==> config.mk <==
export PLATFORM = sky130hd
export DESIGN_NAME = hazard_scoreboard
export DESIGN_NICKNAME = d
export VERILOG_FILES = /design/src/rtl/hazard_pkg.sv /design/src/rtl/hazard_sb_entry.sv /design/src/rtl/hazard_scoreboard.sv
export SDC_FILE = /design/constraint.sdc
export NUM_CORES = 1
export LEC_CHECK = 0
export ABC_AREA = 1
export CORE_UTILIZATION = 25
export DETAILED_ROUTE_END_ITERATION = 12
export PLACE_DENSITY_LB_ADDON = 0.25
export RECOVER_POWER = 25
export SLEW_MARGIN = 30
export SYNTH_ARGS = -nofsm -noshare
export SYNTH_HDL_FRONTEND = slang
export SYNTH_SLANG_ARGS = --single-unit
==> constraint.sdc <==
create_clock -name clk -period 6.5 [get_ports clk]
set_input_delay 1.625 -clock clk [delete_from_list [all_inputs] [get_ports clk]]
set_output_delay 1.625 -clock clk [all_outputs]
set_load 0.005 [all_outputs]
==> src/rtl/hazard_pkg.sv <==
// Shared defaults and latency constants for the decode hazard scoreboard.
package hazard_pkg;

  localparam int NUM_REGS_DEF     = 8;
  localparam int NSRC_DEF         = 3;
  localparam int LAT_W_DEF        = 3;
  localparam int FLUSH_CYCLES_DEF = 1;
  localparam int CNT_W_DEF        = 16;

  // Producer latencies: ALU results forward immediately, loads one cycle later.
  localparam int ALU_FWD_LAT  = 0;
  localparam int ALU_WB_LAT   = 2;
  localparam int LOAD_FWD_LAT = 1;
  localparam int LOAD_WB_LAT  = 3;

  typedef enum logic [1:0] {
    ENT_DEC   = 2'd0,
    ENT_LOAD  = 2'd1,
    ENT_CLEAR = 2'd2
  } entry_op_e;

endpackage

==> src/rtl/hazard_sb_entry.sv <==
// One architectural register's pending-result counters: forwardable and
// register-file-readable countdowns, each saturating at zero.
module hazard_sb_entry
  import hazard_pkg::*;
#(
  parameter int LAT_W = LAT_W_DEF
) (
  input  logic             clk,
  input  logic             rst_n,
  input  logic             load,
  input  logic             clear,
  input  logic [LAT_W-1:0] fwd_lat,
  input  logic [LAT_W-1:0] wb_lat,
  output logic [LAT_W-1:0] fwd_cnt,
  output logic [LAT_W-1:0] wb_cnt
);

  entry_op_e        op;
  logic [LAT_W-1:0] wb_load;

  // A value cannot reach the register file before it is forwardable.
  assign wb_load = (wb_lat > fwd_lat) ? wb_lat : fwd_lat;

  always_comb begin
    op = ENT_DEC;
    if (clear) begin
      op = ENT_CLEAR;
    end else if (load) begin
      op = ENT_LOAD;
    end
  end

  always_ff @(posedge clk or negedge rst_n) begin
    if (!rst_n) begin
      fwd_cnt <= '0;
      wb_cnt  <= '0;
    end else begin
      case (op)
        ENT_CLEAR: begin
          fwd_cnt <= '0;
          wb_cnt  <= '0;
        end
        ENT_LOAD: begin
          fwd_cnt <= fwd_lat;
          wb_cnt  <= wb_load;
        end
        default: begin
          if (fwd_cnt != '0) fwd_cnt <= fwd_cnt - 1'b1;
          if (wb_cnt != '0)  wb_cnt  <= wb_cnt - 1'b1;
        end
      endcase
    end
  end

endmodule

==> src/rtl/hazard_scoreboard.sv <==
// Decode-stage hazard scoreboard: per-register latency countdowns drive the
// decode stall, plus fetch-flush sequencing and a saturating stall counter.
module hazard_scoreboard
  import hazard_pkg::*;
#(
  parameter int NUM_REGS     = NUM_REGS_DEF,
  parameter int NSRC         = NSRC_DEF,
  parameter int LAT_W        = LAT_W_DEF,
  parameter int FLUSH_CYCLES = FLUSH_CYCLES_DEF,
  parameter int CNT_W        = CNT_W_DEF,
  localparam int REG_W       = $clog2(NUM_REGS)
) (
  input  logic                  clk,
  input  logic                  rst_n,
  input  logic                  id_valid,
  input  logic [NSRC-1:0]       id_src_valid,
  input  logic [NSRC*REG_W-1:0] id_src_reg,
  input  logic [NSRC-1:0]       id_src_early,
  input  logic                  id_dst_valid,
  input  logic [REG_W-1:0]      id_dst_reg,
  input  logic [LAT_W-1:0]      id_fwd_lat,
  input  logic [LAT_W-1:0]      id_wb_lat,
  input  logic                  redirect,
  input  logic                  pipe_flush,
  output logic                  stall_decode,
  output logic                  flush_fetch,
  output logic                  issue,
  output logic [CNT_W-1:0]      stall_count
);

  localparam int DEPTH = 1 << REG_W;
  localparam int FL_W  = (FLUSH_CYCLES > 1) ? $clog2(FLUSH_CYCLES) : 1;

  logic [LAT_W-1:0] fwd_cnt [DEPTH];
  logic [LAT_W-1:0] wb_cnt  [DEPTH];
  logic [NSRC-1:0]  src_busy;
  logic [FL_W-1:0]  flush_cnt_reg;
  logic [CNT_W-1:0] stall_count_reg;

  // Unused encodings of a non-power-of-two register file read as idle.
  for (genvar gi = 0; gi < DEPTH; gi++) begin : g_entry
    if (gi < NUM_REGS) begin : g_real
      hazard_sb_entry #(.LAT_W(LAT_W)) u_entry (
        .clk     (clk),
        .rst_n   (rst_n),
        .load    (issue & id_dst_valid & (id_dst_reg == REG_W'(gi))),
        .clear   (pipe_flush),
        .fwd_lat (id_fwd_lat),
        .wb_lat  (id_wb_lat),
        .fwd_cnt (fwd_cnt[gi]),
        .wb_cnt  (wb_cnt[gi])
      );
    end else begin : g_pad
      assign fwd_cnt[gi] = '0;
      assign wb_cnt[gi]  = '0;
    end
  end

  // Early sources are read in decode, so they must wait for the register file.
  for (genvar gi = 0; gi < NSRC; gi++) begin : g_src
    logic [REG_W-1:0] src;
    assign src          = id_src_reg[gi*REG_W +: REG_W];
    assign src_busy[gi] = id_src_valid[gi] &
                          ((id_src_early[gi] ? wb_cnt[src] : fwd_cnt[src]) != '0);
  end

  assign stall_decode = rst_n & id_valid & (|src_busy);
  assign flush_fetch  = rst_n & (redirect | (flush_cnt_reg != '0));
  assign issue        = id_valid & ~stall_decode & ~flush_fetch & ~pipe_flush;
  assign stall_count  = stall_count_reg;

  always_ff @(posedge clk or negedge rst_n) begin
    if (!rst_n) begin
      flush_cnt_reg <= '0;
    end else if (redirect) begin
      flush_cnt_reg <= FL_W'(FLUSH_CYCLES - 1);
    end else if (flush_cnt_reg != '0) begin
      flush_cnt_reg <= flush_cnt_reg - 1'b1;
    end
  end

  always_ff @(posedge clk or negedge rst_n) begin
    if (!rst_n) begin
      stall_count_reg <= '0;
    end else if (stall_decode && (stall_count_reg != '1)) begin
      stall_count_reg <= stall_count_reg + 1'b1;
    end
  end

endmodule

* Word-level counts from Yosys, hierarchy flattened
Index checks and enable logic that the tools add are counted.
** Word-level totals
- Flip-flop bits (word level) :: 65
- Bits in latches :: 0
- Bits in writable memories :: 0
- Bits in read-only memories :: 0
- Input port bits :: 30
- Output and inout bits :: 19
- Memories kept :: 0
** Cells by class
- Add/sub/neg operators :: 18
- Multipliers :: 0
- Divide/modulo/power cells :: 0
- $lt $le $gt $ge :: 4
- Eq/ne operators :: 24
- Shifts and indexed selects :: 0
- Multiplexer cells :: 72
- Bitwise gates (word level) :: 25
- Reduce and logical (&&, ||, !) cells :: 38
** Operator list (count)
- $reduce_bool 3->1 :: 35
- $mux 3 :: 32
- $pmux 3 s2 :: 16
- $bmux 3 s3 :: 6
- $sub 3x1->3 const B :: 16
- $and 1x1->1 :: 18
- $add 16x1->16 const B :: 1
- $eq 2x1->1 const B :: 8
- $eq 2x2->1 const B :: 8
- $mux 2 :: 8
- $ne 16x16->1 const B :: 1
- $eq 3x3->1 const B :: 4
- $ge 4x4->1 const B :: 3
- $not 3->4 :: 3
- $mux 1 :: 10
- $eq 3x2->1 const B :: 2
- $eq 3x1->1 const B :: 1
- $gt 3x3->1 :: 1
- $logic_not 3->1 :: 1
- $not 1->1 :: 3
- $reduce_or 3->1 :: 1
- $logic_and 1x1->1 :: 1
- $or 1x1->1 :: 1
- $sub 1x1->1 const B :: 1

* Depth between registers and ports, before layout
- Depth after elaboration :: 19
- Gate-level depth with buffers :: 18
- Mapped depth without buffers :: 16

* Hierarchy
From an unflattened synthesis, not the netlist that was laid out.
** Unflattened totals
- Cell total of the unflattened synthesis :: 923
- Area total of the unflattened synthesis :: 6109.6 um2
** By module, submodules not included
- hazard_sb_entry :: times used 8, cells an instance 69, area an instance 500.5 um2
- hazard_scoreboard :: times used 1, cells an instance 371, area an instance 2105.8 um2

* Worst setup path before layout
Ideal clock, no wire load.
- Kind :: input -> output
- Start point :: input port id_src_reg[4]
- End point :: output port issue
- Data arrival time :: 2.923 ns
- Slack :: 1.952 ns
- Stages :: 12
- Buffers on the path :: 3
- Cell sequence :: buf_2 inv_1 nand3_1 a21oi_1 nand2_1 nand2_1 nand2_1 nand3_1 nand3_4 a21boi_2 buf_6 buf_6
** On the way
- Word-level cells in the longest chain between the ends :: 13
- Elaborated cells on any way between the ends :: 16
** RTL lines
- start: declaration :: line hazard_scoreboard.sv:17 : input logic [NSRC*REG_W-1:0] id_src_reg,
- $not 3->4 (implied by the code) (*) :: line hazard_scoreboard.sv:64 : ((id_src_early[gi] ? wb_cnt[src] : fwd_cnt[src]) != '0);
- $bmux 3 s3 :: line hazard_scoreboard.sv:64
- $mux 3 (implied by the code) (2 in series) :: line hazard_scoreboard.sv:64
- $mux 3 (*) :: line hazard_scoreboard.sv:64
- $reduce_bool 3->1 (*) :: line hazard_scoreboard.sv:64
- $and 1x1->1 (*) :: line hazard_scoreboard.sv:63 : assign src_busy[gi] = id_src_valid[gi] &
- $reduce_or 3->1 (*) :: line hazard_scoreboard.sv:67 : assign stall_decode = rst_n & id_valid & (|src_busy);
- $and 1x1->1 (*) :: line hazard_scoreboard.sv:67
- $not 1->1 (*) :: line hazard_scoreboard.sv:69 : assign issue = id_valid & ~stall_decode & ~flush_fetch & ~pipe_flush;
- $and 1x1->1 (*) (3 in series) :: line hazard_scoreboard.sv:69
- end: declaration :: line hazard_scoreboard.sv:27 : output logic issue,
Every way passes the cells marked *; elsewhere a longest branch is shown, timed or not. The select of a mux whose other input is x is not followed.

* Worst setup path in the final report
- Start point :: input port id_src_reg[0]
- End point :: output port stall_decode
** On the way
- Word-level cells in the longest chain between the ends :: 9
- Elaborated cells on any way between the ends :: 12
** RTL lines
- $not 3->4 (implied by the code) (*) :: line hazard_scoreboard.sv:64
- $bmux 3 s3 :: line hazard_scoreboard.sv:64
- $mux 3 (implied by the code) (2 in series) :: line hazard_scoreboard.sv:64
- $mux 3 (*) :: line hazard_scoreboard.sv:64
- $reduce_bool 3->1 (*) :: line hazard_scoreboard.sv:64
- $and 1x1->1 (*) :: line hazard_scoreboard.sv:63
- $reduce_or 3->1 (*) :: line hazard_scoreboard.sv:67
- $and 1x1->1 (*) :: line hazard_scoreboard.sv:67
- end: declaration :: line hazard_scoreboard.sv:25 : output logic stall_decode,
Marks and branches as above.

==> results.txt <==
Antenna viol nets, final -> 0
PD cells -> 378 nW/um^2
Area fraction of the dominant cell type after synthesis -> 0.290
HP Start -> g_entry[1].g_real.u_entry.fwd_cnt[0]
CTS tree -> built
# setup viols final -> 0
Pint -> 1.42 mW
Clock Tree Root -> clkbuf_16
Critical Path Slowest Stage Cell -> clkdlybuf4s50_1
Mapped Area -> 5520 sq um
Ratio of cells with drive above 1 in the final layout -> 0.0486
Synth top area cells -> dfrtp_1 29%, nand2_1 16%, nand3_1 15%
Final worst path period share -> 0.894
CP most frequent cell -> nand2_1
Cts hold-fix bufs -> 0
Worst EP required -> 4.88 ns
Setup bufs post-CTS -> 0
CTS Sinks -> 64
First-pass GRT wire length -> 27300 microns
Switch Pwr -> 1.08 mW
Worst Tran Pin Value -> 3.69 ns
Num ports -> 49
Inserted Clock Buffers -> 9
# rows -> 53
Starting DRC count in detailed routing -> 363
Status -> complete, but fails checks
Pin count of the biggest net entering global routing -> 73
Post-synth EDFFs -> 0
DIE HEIGHT -> 151 microns
CTS H-tree depth -> 3
Via count -> 5511
Area of the multi-input gates -> 3310 sq um
FILL cells -> 2397
Synth Register Bits -> 64
Slew HR -> -1.46
Final WL -> 16800 microns
Peak fanout along the critical path -> 16
Switching share of power -> 0.432
Clk slew on worst S/H paths -> 0.05 ns
Clk pwr share -> 0.246
Antenna cells -> 0
Clock tree buffer depth -> 2
Final Net Count -> 946
WL per Instance -> 14.5 microns
Gate power share -> 0.476
Setup TNS -> 0 ns
Hpwl dp -> 12400 microns
Tot Pwr -> 2.50 mW
Startpoint types -> primary input
Starting Density -> 0.259
Crit path launch -> id_src_reg[0]
Skew-Pair Late Insertion Delay -> 0.34 ns
Placeable Area -> 21400 sq um
Final GP Congestion -> 0.857
Worst Hold Class -> reg -> reg
Final hold vios -> 0
WS Path Type -> in -> out
Async SR Flop Fraction -> 1.00
Buf+Inv Stages, Crit Path -> 4
Fin crit period -> 5.81 ns
Initial antenna violation count -> 0
Final Skew -> 0.00612 ns
Primary FF master, synth -> dfrtp_1
Critical-path cell list -> clkdlybuf4s50_1, inv_2, nand3_1, nand2_1, nand2_1, nand2_1, nand2_1, nand2_1, nand2_1, nand3_2, nand3_4, nand2_4, inv_2, clkdlybuf4s50_1
Worst EP arrival -> 4.18 ns
Achievable clock frequency -> 172 MHz
Die area -> 22700 sq um
Slew Limit Fails -> 65
Sequential fraction of the synthesis area -> 0.290
FF/Latch Area -> 1600 sq um
Share of power burned in registers -> 0.278
Die Width -> 151 microns
Global-route usage over all layers -> 0.157
YS warnings -> 0
Synthesized Nets -> 909
RSZ-0062 raised after global routing -> false
Synth-to-Final Area Change -> 20.1%
Grt total ovfl -> 0
Drt pass-1 iters -> 5
Endpoint type of the worst setup path -> output port
Synthesized area per cell -> 6.55 sq um
Failing checks -> max-capacitance violations, max-slew violations
VDD IR-drop max -> 0.160 mV
Number of max-cap violations -> 1
R2r startpoint -> g_entry[6].g_real.u_entry.wb_cnt[1]
Number of port buffers -> 48
Post-synth top area cell -> dfrtp_1
Yosys cell types -> 28
Cells after Synth -> 843
DRC errors left -> 0
Vias in the first global route -> 5071
CP delay by family, top -> buffers and inverters
Peak per-stage delay on the critical path -> 0.84 ns
Vias/cell -> 4.75
Static leakage -> 3.63 nW
Post-CTS Resized -> 0
-- cells in the final DEF (no fill, tap or decap), drive strengths merged --
cell type,instances
clkbuf,12
a21oi,5
buf,6
nand4,58
nand3b,2
ha,36
nand3,165
xor2,27
clkdlybuf4s50,46
clkinv,2
bufinv,4
nand2,241
inv,132
nor3,15
and3,1
o21ai,14
nor2,49
nor4,1
xnor2,4
a21boi,1
dfrtp,64
-- power groups by stage --
stage / combinational [mW] / clock [mW] / sequential, mW
6_report: 1.19 / 0.615 / 0.696
5_1_grt: 1.40 / 0.645 / 0.718
4_1_cts: 1.20 / 0.629 / 0.695
3_5_place_dp: 1.19 / 0 / 0.699
3_3_place_gp: 1.18 / 0 / 0.704
2_1_floorplan: 0.878 / 0 / 0.659
-- final cells by class --
| class | instances | share of cell area |
|---|---|---|
| multi-input cells | 619 | 0.499 |
| clock inverters | 6 | 0.0196 |
| clock buffers | 10 | 0.0360 |
| well taps | 275 | 0.0519 |
| flip-flops and latches | 64 | 0.242 |
| repair buffers | 54 | 0.0770 |
| inverters | 132 | 0.0747 |
-- worst register-to-register path, stage by stage (launching register included) --
cell and delay, ns:
dfrtp_1 0.39, nor2_1 0.40, nand2_1 0.09, nand2_1 0.08, nand3_1 0.08, nand3_1 0.09, nand3_1 0.07, nand3_1 0.15
nand3_4 0.13, a21boi_4 0.22, buf_4 0.45, nand4_1 0.21, nand2_1 0.11, nand2_1 0.05, nand2_1 0.05
-- metrics by stage --
step | setup WS [ns] | instances | utilization | area, sq um | hold slack (ns)
after floorplan | 1.95 | 843 | - | 5520 | 0.476
after global placement | 0.698 | 1144 | 0.293 | 6250 | 0.495
after detailed placement | 0.705 | 1144 | 0.293 | 6260 | 0.496
after CTS | 0.691 | 1160 | 0.310 | 6630 | 0.510
after global routing | 0.505 | 1160 | 0.311 | 6630 | 0.540
final | 0.691 | 1160 | 0.311 | 6630 | 0.509
-- per-layer routing --
layer  up-vias  global-route usage  share of wire
met5         -                   0              0
li1       2800                   -              -
met1      2556               0.231           0.52
met3        13              0.0285          0.051
met4         0              0.0405          0.015
met2       142               0.232           0.42
-- cell usage after synthesis (4+ instances only) --
cell type	count
nand2_1	239
nand3_1	163
inv_1	128
dfrtp_1	64
nand4_1	50
nor2_1	49
ha_1	36
xor2_1	27
clkbuf_1	15
nor3_1	15
o21ai_0	12
buf_2	8
nand4_2	8
a21oi_1	5
inv_2	4
xnor2_1	4
-- cell families after synthesis --
kind of cell / synth area share
simple gates: 0.445
flops: 0.290
xor+xnor: 0.0492
buf+inv: 0.115
compound gates: 0.0193
fa+ha+maj: 0.0816
-- worst paths after layout --
kind,endpoint,slack [ns],cells past startpoint
worst max-delay path,stall_decode,0.69,14
worst min-delay path,g_entry[1].g_real.u_entry.fwd_cnt[0],0.51,2
worst max register to register,g_entry[0].g_real.u_entry.fwd_cnt[0],3.86,14
worst min register to register,g_entry[1].g_real.u_entry.fwd_cnt[0],0.51,2
max in group asynchronous,g_entry[0].g_real.u_entry.wb_cnt[1],1.65,2
min in group asynchronous,g_entry[5].g_real.u_entry.wb_cnt[1],2.77,2
Power figures use the tool's default switching activity.
==> edit 1: new RTL, same settings <==
Change the package constant `NUM_REGS_DEF` from 8 to 4.
--- a/src/rtl/hazard_pkg.sv
+++ b/src/rtl/hazard_pkg.sv
@@ -2,5 +2,5 @@
 package hazard_pkg;
 
-  localparam int NUM_REGS_DEF     = 8;
+  localparam int NUM_REGS_DEF     = 4;
   localparam int NSRC_DEF         = 3;
   localparam int LAT_W_DEF        = 3;
Interface: changed (resized id_dst_reg and id_src_reg); port bits go from 49 to 45. The function was not compared with the original's and may differ.
==> edit 1 against the original RTL <==
  * Clock power fell by 52%
  * Wire length fell by 46%
  * Synthesized cell count fell by 42%
  * Register-to-register slack better by 0.57 ns
  * Worst setup slack improved by 0.19 ns
  * Design area shrank 38%
  * Sequential power fell by 36%
  * Power decreased by 43%
  * Combinational power fell by 44%
  * Core utilization up 0.94 points
  * Synthesized area shrank 40%
  * Sequential cell count is 24 lower
  * Worst hold slack got worse by 0.0025 ns
  * Largest cell class unchanged
  * Largest power group unchanged
==> edit 1: results (changes against the original RTL) <==
pwr:
  power_clock_mw: 0.297  # -52%
  power.density_nw_per_um2: 345.6  # -8.5%
  switching_share: 0.4335  # +0.001360
  cellLeakagePower_nw: 2.178  # -40%
  pg_comb_mw: 0.672  # -44%
  vdd_drop_max_mv: 0.1795  # +12%
synthesis:
  syn_area_per_cell_sq_um: 6.809  # +4.0%
  synthFlopType: "dfrtp_1"
  ys_top_cells_by_count: "nand2_1, nand3_1, inv_1"
  synthTopCellsByArea: "dfrtp_1, nand2_1, nand3_1"
  syn_nets: 535  # -41%
  ys_seq_area_frac: 0.3006  # +0.01052
  synth_cell_types: 30  # +7.1%
worst_setup_path:
  worstPathMaxFanout: 25  # +9
  worstRegToRegCells: 14  # unchanged
  startpoint: "id_src_reg[2]"
  reg2reg_setup_slack_ns: 4.43  # +0.57 ns
  r2r-start: "g_entry[1].g_real.u_entry.fwd_cnt[1]"
  cpPeakStageDelay_ns: 0.74  # -0.10 ns
  timing.rr.end: "g_entry[2].g_real.u_entry.fwd_cnt[0]"
  endpoint: "issue"
  cp.arrival_ns: 3.99  # -0.19 ns
timing:
  hold_viol: 0  # unchanged
  slew_headroom: 0.3662  # +1.825
  period_share: 0.8642  # -0.02943
  clock_skew_ns: 0.006100  # -0.00002154 ns
detailed_routing:
  first_pass_iters: 4  # -1
  viasPerCell: 4.580  # -3.6%
  routedWlPerCell_um: 12.85  # -11%
  drt_iter0_markers: 134  # -63%
  routed_wl_um: 9058  # -46%
final_layout:
  multi_input_area_sq_um: 1956  # -41%
  final_nets: 578  # -39%
  n_antenna_cell: 0  # unchanged
  drive_gt1_frac: 0.05816  # +0.009574
  fillers: 1426  # -41%
grt:
  grt_max_degree: 42  # -42%
  track_usage: 0.1392  # -0.01762
  grt_first_pass_wirelength_um: 15460  # -43%
  grt_pass1_vias: 3148  # -38%
clock_network:
  h-tree-depth: 2  # -1
  clk_pin_slew_ns: 0.06
  post_cts_resize_count: 0  # unchanged
  clk_latency_ns: 0.29  # -0.05 ns
  cts_buffers: 5  # -4
placement:
  pre_cts_ws_ns: 0.9037  # +0.1983 ns
  dpl_cell_area_sq_um: 3926  # -37%
  place.detailed.hpwl_um: 6962  # -44%
  portBuffers: 44  # -8.3%
  gp_congestion: 0.7919  # -7.6%
  dpl.cell_count: 697  # -39%
status:
  outcome: "finished clean"
min_path:
  hp-class: "flop to flop"
==> edit 1: final cells by class <==
class                           instances  share of cell area
Tap cell                              172             0.05245
Multi-Input combinational cell        361              0.4767
Clock buffer                            6             0.03385
Sequential cell                        40              0.2440
Timing Repair Buffer                   47              0.1113
Clock inverter                          2            0.009454
Inverter                               77             0.07228
==> edit 1: worst min path at each step <==
stage,startpoint,to,slack (ns),cells past startpoint
after detailed placement,g_entry[2].g_real.u_entry.fwd_cnt[0],g_entry[2].g_real.u_entry.fwd_cnt[0],0.50,2
after global routing,g_entry[0].g_real.u_entry.fwd_cnt[0],g_entry[0].g_real.u_entry.fwd_cnt[0],0.55,2
after CTS,g_entry[2].g_real.u_entry.fwd_cnt[0],g_entry[2].g_real.u_entry.fwd_cnt[0],0.51,2
final,g_entry[2].g_real.u_entry.fwd_cnt[0],g_entry[2].g_real.u_entry.fwd_cnt[0],0.51,2
after global placement,g_entry[3].g_real.u_entry.fwd_cnt[0],g_entry[3].g_real.u_entry.fwd_cnt[0],0.49,2
after floorplan,g_entry[2].g_real.u_entry.fwd_cnt[1],g_entry[2].g_real.u_entry.fwd_cnt[1],0.48,2
==> edit 1: logic make-up (layout without fill, tap and decap cells) <==
kind of cell / count (synthesis) / count (layout) / synth area share
AND/OR/NAND/NOR: 303 / 303 / 0.4262
flip-flops: 40 / 40 / 0.3006
AO/OA/AOI/OAI: 16 / 16 / 0.02818
adder cells (fa/ha/maj): 20 / 20 / 0.07516
XOR/XNOR: 22 / 22 / 0.05787
buffers and inverters: 88 / 132 / 0.1120
==> edit 1: metal layers <==
metal,wire length (um),global-route usage,up-vias,part of all wire
li1,-,-,1659,-
met1,4322,0.1792,1482,0.48
met5,0,0,-,0
met2,4172,0.2356,78,0.46
met4,149,0.03815,0,0.016
met3,413,0.02675,10,0.046
==> edit 2: new RTL, same settings <==
Made on the original files. Make the reset (`rst_n`) synchronous in 3 clocked blocks.
--- a/src/rtl/hazard_sb_entry.sv
+++ b/src/rtl/hazard_sb_entry.sv
@@ -31,5 +31,5 @@
   end
 
-  always_ff @(posedge clk or negedge rst_n) begin
+  always_ff @(posedge clk) begin
     if (!rst_n) begin
       fwd_cnt <= '0;
--- a/src/rtl/hazard_scoreboard.sv
+++ b/src/rtl/hazard_scoreboard.sv
@@ -70,5 +70,5 @@
   assign stall_count  = stall_count_reg;
 
-  always_ff @(posedge clk or negedge rst_n) begin
+  always_ff @(posedge clk) begin
     if (!rst_n) begin
       flush_cnt_reg <= '0;
@@ -80,5 +80,5 @@
   end
 
-  always_ff @(posedge clk or negedge rst_n) begin
+  always_ff @(posedge clk) begin
     if (!rst_n) begin
       stall_count_reg <= '0;
Function: changed (a bounded check fails within 4 cycles, from zero or initial values and one cycle with rst_n low; the reset may be asserted at any time).
==> edit 2 against the original RTL <==
  * Via count is 0.67% lower
  * Sequential cell count is 1 higher
  * Design area is 4.8% lower
  * Synthesized cell count is 2.5% higher
  * Largest cell class unchanged
  * Worst setup slack worse by 0.30 ns
  * Wire length is 5.4% lower
  * Synthesized area is 3.9% lower
  * Maximum frequency is 4.9% lower
Power is not compared: it rests on default switching activity, and its combinational part moved more than twofold at a synthesized area within 25%.
==> edit 2: results (changes against the original RTL) <==
detailed_routing:
  wl_met1_um: 8051  # -7.4%
  viasPerCell: 4.675  # -1.6%
  routedWlPerCell_um: 13.56  # -6.3%
  met3WireLength_um: 819  # -4.2%
synthesis:
  synth_compound_area_frac: 0.05351  # +0.03425
  async_flop_share: 0  # -1.000
  synth_xor_xnor_area_share: 0.03795  # -0.01123
  ys_top_cells_by_count: "nand2_1, nand3_1, nor2_1"
  synth_fa_ha_area_frac: 0.08487  # +0.003270
  syn_nets: 930  # +2.3%
  synthTopCellsByArea: "dfxtp_1, nand2_1, nand3_1"
  syn_area_per_cell_sq_um: 6.143  # -6.2%
placement:
  gp_congestion: 0.8820  # +2.9%
  place.detailed.hpwl_um: 11830  # -5.0%
  dpl_cell_area_sq_um: 5976  # -4.5%
grt:
  grt_first_pass_wirelength_um: 26430  # -3.0%
  grt_pass1_vias: 5067  # -0.079%
  track_usage: 0.1536  # -0.003260
worst_setup_path:
  r2r-start: "g_entry[3].g_real.u_entry.fwd_cnt[0]"
  cp.arrival_ns: 4.48  # +0.30 ns
  slowest_stage: "dlygate4sd3_1"
  timing.rr.end: "g_entry[6].g_real.u_entry.wb_cnt[1]"
status:
  outcome: "finished clean"
timing:
  clock_skew_ns: 0.01130  # +0.005178 ns
  slew_headroom: 0.4181  # +1.877
final_layout:
  drive_gt1_frac: 0.04661  # -0.001973
  fillers: 2301  # -4.0%
  final_nets: 962  # +1.7%
  area_growth_pct: 18.88
min_path:
  hold_end: "g_entry[6].g_real.u_entry.fwd_cnt[1]"
[edit 2: cell count changes after synthesis, sizes merged, moves of 10 or more]
| cell | before | now |
|---|---|---|
| nor2 | 49 | 115 |
| dfrtp | 64 | 0 |
| dfxtp | 0 | 65 |
| nor3 | 15 | 5 |
| nand3 | 165 | 122 |
| inv | 132 | 103 |
| a21oi | 5 | 30 |
[edit 2: metal layers]
metal	up-vias	track usage
met2	112	0.2356
met4	0	0.04742
met1	2456	0.2159
met5	-	0
met3	18	0.02901
li1	2888	-
[edit 2: worst max-delay path by stage]
stage / startpoint / end / slack, ns / depth (start not counted)
6_report: id_src_reg[0] / issue / 0.39 / 12
5_1_grt: id_src_reg[0] / issue / 0.14 / 12
4_1_cts: id_src_reg[0] / issue / 0.45 / 13
3_5_place_dp: id_src_reg[0] / issue / 0.47 / 13
3_3_place_gp: id_src_reg[0] / issue / 0.51 / 12
2_1_floorplan: id_src_reg[4] / issue / 2.05 / 11
[edit 2: worst min-delay path, cell delays in order, from the launching register on]
cell and delay, ns:
dfxtp_1 0.32, nor2_1 0.04, nor2_1 0.08
[edit 2: logic make-up after synthesis]
family / count (synthesis)
AND/OR/NAND/NOR: 549
buffers and inverters: 136
flip-flops: 65
AO/OA/AOI/OAI: 54
adder cells (fa/ha/maj): 36
XOR/XNOR: 23
other: 1
[edit 2: cell type report]
type | instances | share of cell area
multi-input cells | 663 | 0.5451
flip-flops and latches | 65 | 0.2062
repair buffers | 53 | 0.08051
inverters | 104 | 0.06187
well taps | 270 | 0.05354
clock buffers | 9 | 0.03569
clock inverters | 7 | 0.01705
[edit 2: stage by stage]
step	total power, mW	hold WS [ns]
after floorplan	0.7974	0.4550
after global placement	0.9170	0.4701
after detailed placement	0.9152	0.4748
after CTS	1.489	0.4867
after global routing	1.583	0.5089
final	1.470	0.4806
